### src/rtl/seg7_digit_scanner.sv
// seg7_digit_scanner: time-multiplexed 7-segment driver.
// Stage 1 holds the scan position (cnt, idx) and a per-frame snapshot of the
// digits; stage 2 registers the anode/segment/dp drive computed from stage 1.
module seg7_digit_scanner #(
    parameter int NUM_DIGITS   = 6,
    parameter int DIGIT_PERIOD = 100000,
    parameter int BLANK_CYCLES = 4,
    parameter bit ACTIVE_LOW   = 1'b1
) (
    input  logic                      clk,
    input  logic                      rst,
    input  logic                      ena,
    input  logic [4*NUM_DIGITS-1:0]   digits_in,
    input  logic [NUM_DIGITS-1:0]     dp_in,
    input  logic                      lzb_en,
    output logic [NUM_DIGITS-1:0]     an_out,
    output logic [6:0]                seg_out,
    output logic                      dp_out,
    output logic                      frame_start
);

    localparam int CW = (DIGIT_PERIOD > 1) ? $clog2(DIGIT_PERIOD) : 1;
    localparam int IW = $clog2(NUM_DIGITS);
    localparam logic [CW-1:0] CNT_MAX = CW'(DIGIT_PERIOD - 1);
    localparam logic [IW-1:0] IDX_MAX = IW'(NUM_DIGITS - 1);

    // XOR masks that turn active-high internal values into pin polarity;
    // they are also the inactive pin levels.
    localparam logic [NUM_DIGITS-1:0] AN_OFF  = {NUM_DIGITS{ACTIVE_LOW}};
    localparam logic [6:0]            SEG_OFF = {7{ACTIVE_LOW}};
    localparam logic                  DP_OFF  = ACTIVE_LOW;

    // Active-high segment patterns {g,f,e,d,c,b,a}; non-BCD shows a dash.
    function automatic logic [6:0] decode(input logic [3:0] d);
        case (d)
            4'd0:    decode = 7'b0111111;
            4'd1:    decode = 7'b0000110;
            4'd2:    decode = 7'b1011011;
            4'd3:    decode = 7'b1001111;
            4'd4:    decode = 7'b1100110;
            4'd5:    decode = 7'b1101101;
            4'd6:    decode = 7'b1111101;
            4'd7:    decode = 7'b0000111;
            4'd8:    decode = 7'b1111111;
            4'd9:    decode = 7'b1101111;
            default: decode = 7'b1000000;
        endcase
    endfunction

    // ---------------- stage 1: scan position and snapshot ----------------
    logic [CW-1:0]                 cnt_q, cnt_d;
    logic [IW-1:0]                 idx_q, idx_d;
    logic [NUM_DIGITS-1:0][3:0]    snap_dig_q;
    logic [NUM_DIGITS-1:0]         snap_dp_q;
    logic                          snap_lzb_q;
    logic                          load_d;
    logic                          frame_start_q, frame_start_d;

    // Next scan position; snapshot is transparent while disabled and
    // otherwise refreshes only on the wrap into (0,0).
    always_comb begin
        cnt_d         = cnt_q;
        idx_d         = idx_q;
        load_d        = 1'b0;
        frame_start_d = 1'b0;
        if (!ena) begin
            cnt_d  = '0;
            idx_d  = '0;
            load_d = 1'b1;
        end else if (cnt_q == CNT_MAX) begin
            cnt_d = '0;
            if (idx_q == IDX_MAX) begin
                idx_d         = '0;
                load_d        = 1'b1;
                frame_start_d = 1'b1;
            end else begin
                idx_d = idx_q + 1'b1;
            end
        end else begin
            cnt_d = cnt_q + 1'b1;
        end
    end

    // Stage-1 registers: position, frame pulse and snapshot.
    always_ff @(posedge clk or posedge rst) begin
        if (rst) begin
            cnt_q         <= '0;
            idx_q         <= '0;
            frame_start_q <= 1'b0;
            snap_dig_q    <= '0;
            snap_dp_q     <= '0;
            snap_lzb_q    <= 1'b0;
        end else begin
            cnt_q         <= cnt_d;
            idx_q         <= idx_d;
            frame_start_q <= frame_start_d;
            if (load_d) begin
                snap_dig_q <= digits_in;
                snap_dp_q  <= dp_in;
                snap_lzb_q <= lzb_en;
            end
        end
    end

    // ---------------- stage 2: output drive ----------------
    logic [NUM_DIGITS-1:0] lzb_blank;
    logic                  tail_zero;
    logic [NUM_DIGITS-1:0] an_act;
    logic [6:0]            seg_act;
    logic                  dp_act;
    logic [NUM_DIGITS-1:0] an_q, an_d;
    logic [6:0]            seg_q, seg_d;
    logic                  dp_q, dp_d;

    // Leading-zero mask: walk down from the top digit while every digit and
    // dp seen so far is clear. Digit 0 is always shown.
    always_comb begin
        lzb_blank = '0;
        tail_zero = snap_lzb_q;
        for (int i = NUM_DIGITS - 1; i >= 1; i--) begin
            tail_zero    = tail_zero && (snap_dig_q[i] == 4'd0) && !snap_dp_q[i];
            lzb_blank[i] = tail_zero;
        end
    end

    // Drive for the current slot; guard cycles and disabled state are dark.
    always_comb begin
        an_act  = '0;
        seg_act = '0;
        dp_act  = 1'b0;
        if (ena && (int'(cnt_q) >= BLANK_CYCLES)) begin
            an_act[idx_q] = 1'b1;
            if (!lzb_blank[idx_q])
                seg_act = decode(snap_dig_q[idx_q]);
            dp_act = snap_dp_q[idx_q];
        end
        an_d  = an_act  ^ AN_OFF;
        seg_d = seg_act ^ SEG_OFF;
        dp_d  = dp_act  ^ DP_OFF;
    end

    // Output registers reset to the inactive pin level.
    always_ff @(posedge clk or posedge rst) begin
        if (rst) begin
            an_q  <= AN_OFF;
            seg_q <= SEG_OFF;
            dp_q  <= DP_OFF;
        end else begin
            an_q  <= an_d;
            seg_q <= seg_d;
            dp_q  <= dp_d;
        end
    end

    assign an_out      = an_q;
    assign seg_out     = seg_q;
    assign dp_out      = dp_q;
    assign frame_start = frame_start_q;

endmodule

### config.mk
export PLATFORM = sky130hd
export DESIGN_NAME = seg7_digit_scanner
export DESIGN_NICKNAME = d
export VERILOG_FILES = /design/src/rtl/seg7_digit_scanner.sv
export SDC_FILE = /design/constraint.sdc
export NUM_CORES = 1
export LEC_CHECK = 0
export BUFFER_PORTS_ARGS = -buffer_cell sky130_fd_sc_hd__buf_2
export CAP_MARGIN = 20
export CORE_MARGIN = 5
export CORE_UTILIZATION = 39
export CTS_BUF_LIST = sky130_fd_sc_hd__clkbuf_8
export DETAILED_ROUTE_END_ITERATION = 8
export PLACE_DENSITY_LB_ADDON = 0.3
export SETUP_SLACK_MARGIN = 0.4
export SLEW_MARGIN = 20
export SYNTH_ARGS = -nofsm -noshare
export SYNTH_HDL_FRONTEND = slang
export SYNTH_SLANG_ARGS = --single-unit
### constraint.sdc
create_clock -name clk -period 2.2 [get_ports clk]
set_input_delay 0.33 -clock clk [delete_from_list [all_inputs] [get_ports clk]]
set_output_delay 0.33 -clock clk [all_outputs]
set_load 0.01 [all_outputs]
# After elaboration in Yosys (flattened, before gate mapping)
# Memory sizes are Yosys's and may differ from the RTL's.
# Cells that the tools add are included.
op_classes:
  add_sub_neg: 2
  mul: 0
  n_div: 0
  order_cmp: 3
  eq_ne: 3
  shift: 0
  mux: 21
  n_bitwise: 3
  reduce_logical: 22
op_table:
  columns: ["cell", "count"]
  rows:
  - ["17-bit 2-to-1 mux", 2]
  - ["4-bit logical NOT", 5]
  - ["17-bit by 1-bit adder with 17-bit output, second input constant", 1]
  - ["17-bit equality test, second input constant", 1]
  - ["17-bit by 3-bit >= comparator with 1-bit output, second input constant", 1]
  - ["7-bit 2-to-1 mux", 2]
  - ["4-bit binary-select mux with 3-bit select", 1]
  - ["1-bit logical AND", 12]
  - ["3-bit 2-to-1 mux", 3]
  - ["1-bit 2-to-1 mux", 8]
  - ["7-bit inverter", 1]
  - ["1-bit binary-select mux with 3-bit select", 2]
  - ["6-bit 2-to-1 mux", 1]
  - ["6-bit inverter", 1]
  - ["1-bit logical NOT", 5]
  - ["3-bit by 4-bit less-than comparator with 1-bit output, second input constant", 1]
  - ["4-bit 2-to-1 mux", 1]
  - ["3-bit by 1-bit adder with 3-bit output, second input constant", 1]
  - ["1-bit demux with 3-bit select", 1]
  - ["3-bit equality test, second input constant", 1]
  - ["3-bit by 1-bit >= comparator with 1-bit output, second input constant", 1]
  - ["2-bit by 1-bit != test with 1-bit output, second input constant", 1]
  - ["1-bit inverter", 1]
word_totals:
  ff_bits: 66
  latch_bits: 0
  ram_bits: 0
  romBits: 112
  in_bits: 34
  output_inout_bits: 15
  elab_cells: 69
  memories: 1
memory_table:
  columns: ["memory", "words", "word_bits", "read_ports", "rd_ports_with_merged_regs", "write_ports", "line", "source"]
  rows:
  - ["(no name shown)", 16, 7, 1, 0, 0, "35", "case (d)"]

# Logic depth before layout (Yosys ltp)
logic_depth:
  word_depth: 16
  ltp_mapped: 9

# Worst setup path after synthesis
# OpenSTA, ideal clock, no wires.
synth_path:
  path_type: "register to register"
  start: "register idx_q[1]"
  end: "register seg_q[3] (netlist: seg_out[3])"
  arrival_time_ns: 1.779
  required_ns: 2.118
  slack_ns: 0.339
  path_stages_with_launch: 9
  n_path_buf: 2
  synth_period_minus_slack_ns: 1.861
  cell_sequence: "dfrtp_1 > buf_6 > clkbuf_1 > a31oi_1 > o22a_1 > ha_1 > o21ai_0 > o21ai_0 > o211ai_1"
synth_between:
  elab_chain_len: 6
  word_cells_on_any_way: 8
synth_rtl:
  columns: ["item", "line", "source"]
  rows:
  - ["start, declared", "52", "logic [IW-1:0] idx_q, idx_d;"]
  - ["start signal, assigned", "95", "idx_q <= idx_d;"]
  - ["4-bit binary-select mux with 3-bit select", "134", "seg_act = decode(snap_dig_q[idx_q]);"]
  - ["4-bit 2-to-1 mux (not written as such)", "134", null]
  - ["memory 16 x 7 bit", null, null]
  - ["7-bit 2-to-1 mux (*)", "133", "if (!lzb_blank[idx_q])"]
  - ["7-bit 2-to-1 mux (*)", "131", "if (ena && (int'(cnt_q) >= BLANK_CYCLES)) begin"]
  - ["7-bit inverter (no source line) (*)", null, null]
  - ["named net seg_d[3]", "112", "logic [6:0] seg_q, seg_d;"]
  - ["end signal, assigned", "150", "seg_q <= seg_d;"]
  - ["end, declared", "112", null]
# The timed path passes the listed nets; every way through them passes the cells marked *. The select of a mux whose other input is x is not followed.
# A chain may end at the register's enable or synchronous reset.

# Worst setup path after layout
layout_path:
  start: "register cnt_q[13]"
  end: "register snap_dig_q[3] (netlist name)"
layout_between:
  elab_chain_len: 3
layout_rtl:
  columns: ["item", "line", "source"]
  rows:
  - ["start, declared", "51", "logic [CW-1:0] cnt_q, cnt_d;"]
  - ["start signal, assigned", "94", "cnt_q <= cnt_d;"]
  - ["17-bit equality test", "70", "end else if (cnt_q == CNT_MAX) begin"]
  - ["1-bit 2-to-1 mux", "70", null]
  - ["1-bit 2-to-1 mux", "66", "if (!ena) begin"]
  - ["end signal, assigned", "98", "snap_dig_q <= digits_in;"]
  - ["end, declared", "53", "logic [NUM_DIGITS-1:0][3:0] snap_dig_q;"]
# No other way between the ends.

==> metrics.cfg <==
[run_status]
status=finished, final reports clean

[routing]
wirelength_mm=7.995
wl_met1_mm=3.545
dr.first_iter.drc_count=72
met3_length_um=329
viasPerCell=4.971
wl_per_cell_um=16.28
routed-wl-met2_mm=3.946
first_pass_iters=4
drc_errors=0
ant_nets=0
top_layer_used=met4
vias=2441

[timing]
finalSetupTns_ns=0
rsz0062_at_grt=yes
post-route-min-period_ns=1.937
finClkSkew_ns=0.007814
relSlewSlack=0.5949
slew_viol_final=0
worstMarginPinSlew_ns=0.6064
fmax_mhz=516.2
finalHoldViolations=0
finalCritPeriodShare=0.8805
setup_viol=0

[power]
combPwrFrac=0.149
swShare=0.2492
p_clk_frac=0.368
powerDensity_nw_per_um2=608.0
switchingPower_mw=0.6974
p_leak_nw=2.049
peakVddDrop_uv=319.1
p_int_mw=2.101
power.share.sequential=0.483

[critical_path]
worstPathRequired_ns=2.42
cp_max_fo=6
critical_path_arrival_ns=2.15
crit_path_cell_trace=nor4_4 > nand2_2 > nor3_4 > a21o_4 > clkbuf_16 > mux2_4
critical_path.max_stage_delay_ns=0.43
cpMaxStageDelayCell=dfrtp_2
end_kind=register
start_kind=register
critical_path_class=register to register

[finish]
layout.cells.non_filler=491
area_delta_synth_final_pct=34.92
nets=419
drive_gt1_frac=0.5535
n_antenna_cell=0

[grt]
grt_pass1_wl_mm=12.70
overflow=0
globalRouteTotalUtil=0.1468
grt_max_degree=39
antenna_found_initial=0
grt_pass1_vias=2579

[logic_synthesis]
syn_nets=322
synth_cell_types=55
synthesis.area_um2=3411
ys.flop_type=dfrtp_1
async_flop_share=1.000
synth_edf_count=0
ys_warn_count=0
yosysSeqAreaShare=0.4894
synth-seq-cells=66
synth_cells=281
syn_avg_cell_area_um2=12.14

[hold_path]
hp-class=input port to async pin

[clocking]
cts_tree=built
clk_pin_slew_ns=0.07
htreeDepth=3
cts_buffer_depth=2
clk_latency_ns=0.34
clockRootBuffer=clkbuf_8
clock_sinks=66
numCtsBuffers=9

[placement]
portBuffers=48
place.gp.congestion=0.8984
dp.cells=438
hpwlAfterDp_mm=5.371

[floorplanning]
dieWidth_um=103.5
fp-row-count=34
die_area_um2=10720
start_util=0.3950
die_y_um=103.5
io_pins=49
core_um2=8636

[run]
drv_cap=0

[flip-flops by register name (all words and copies together), names as in the netlist]
name / cells
snap_dig_q: 24
cnt_q: 17
seg_out: 7
an_out: 6
snap_dp_q: 6
idx_q: 3
dp_out: 1
frame_start: 1
snap_lzb_q: 1
[path summary, 6_finish.rpt]
kind / from / end / slack [ns] / cells past startpoint
worst max-delay path: cnt_q[13]$_DFF_PP0_ / snap_dig_q[3]$_DFFE_PP0P_ / 0.26 / 6
worst min-delay path: rst / snap_dig_q[22]$_DFFE_PP0P_ / 0.06 / 2
worst max register to register: cnt_q[13]$_DFF_PP0_ / snap_dig_q[3]$_DFFE_PP0P_ / 0.26 / 6
worst min register to register: snap_lzb_q$_DFFE_PP0P_ / snap_lzb_q$_DFFE_PP0P_ / 0.52 / 1
max in group asynchronous: rst / dp_out$_DFF_PP1_ / 1.50 / 3
min in group clk: digits_in[17] / snap_dig_q[17]$_DFFE_PP0P_ / 0.22 / 2
[worst max-delay path, delay by kind of cell, from the launching register on]
family	cells	cell delay, ns
compound gates	1	0.25
flops	1	0.43
mux	1	0.29
buf+inv	1	0.19
simple gates	3	0.67
[cells by family after synthesis]
logic type	after synthesis	share of synthesized area
AOI/OAI and AO/OA	35	0.07850
xor gates and xnor gates	16	0.04109
adders and majority gates	7	0.02568
buffers and inverters	23	0.04879
DFF	66	0.4894
muxes	42	0.1684
and+or+nand+nor	92	0.1482
[cells in the mapped netlist (2+ instances only)]
library cell,n,area share
a31oi_1,2,0.0037
o211ai_1,5,0.011
clkbuf_1,2,0.0022
nor3_1,6,0.0088
nor2_1,29,0.032
ha_1,7,0.026
inv_1,11,0.012
mux2i_1,9,0.026
a22oi_1,3,0.0066
and4_1,2,0.0051
a21oi_1,5,0.0073
xnor2_1,7,0.018
o21ai_0,6,0.0088
mux2_4,30,0.13
a41oi_1,2,0.0051
nor4_1,5,0.0092
and3_2,2,0.0044
dfrtp_1,52,0.38
nor2b_1,5,0.0092
nand4_1,2,0.0037
buf_12,3,0.018
buf_6,3,0.0099
and3_1,6,0.011
buf_4,2,0.0044
xor2_1,9,0.023
nand2_2,2,0.0037
dfstp_2,14,0.11
nand3_1,8,0.012
mux2_2,3,0.0099
nand2_1,14,0.015
[metrics by stage]
stage	setup WS [ns]	hold slack [ns]	total power, mW	cell area (um2)	utilization
CTS	0.2885	0.07772	2.741	4253	0.4925
global route	0.1932	0.1088	2.925	4602	0.5329
finish	0.2629	0.06309	2.798	4602	0.5329
floorplan	0.3996	0.4434	1.577	3418	-
detailed placement	0.1537	0.4464	1.677	3799	0.4399
global placement	0.1729	0.4410	1.671	3799	0.4399
[metal layers]
metal,vias to the layer above,track usage
met5,-,0
met2,55,0.2309
li1,1190,-
met3,14,0.04478
met1,1182,0.1894
met4,0,0.05623
[layout by cell type (no fill, tap or decap), types with 7 or more instances in the layout]
cell type	instances
nand3_1	8
inv_1	8
xor2_1	9
buf_4	35
mux2_4	32
dfrtp_1	47
mux2i_1	7
buf_2	48
buf_6	8
clkbuf_8	11
nor2_1	28
xnor2_1	7
nand2_1	14
dfstp_2	14
[power by group through the flow]
stage	logic (mW)	clock network [mW]	registers, mW
floorplan	0.235	0	1.34
global placement	0.303	0	1.37
detailed placement	0.308	0	1.37
CTS	0.343	1.05	1.35
global route	0.454	1.11	1.36
finish	0.417	1.03	1.35
[area by class of cell]
cell class                 count  area [um2]
multi-input combinational    193        1831
timing repair buffer          96       705.7
tap                          108       135.1
sequential                    66        1675
inverter                      12       51.30
clock buffer                  11       151.4
fill                         743        4034
clock inverter                 5       52.55
[repair_timing]
| item | in CTS | in global routing |
|---|---|---|
| gates resized for setup | 26 | 43 |
| hold endpoints to repair | 0 | 0 |
| pin swaps | 13 | 25 |
| endpoints found under the setup margin | 53 | 56 |
| cloned | 2 | 1 |
| setup buffers | 17 | 17 |
| hold buffers | 0 | 0 |
Power figures use the tool's default switching activity.
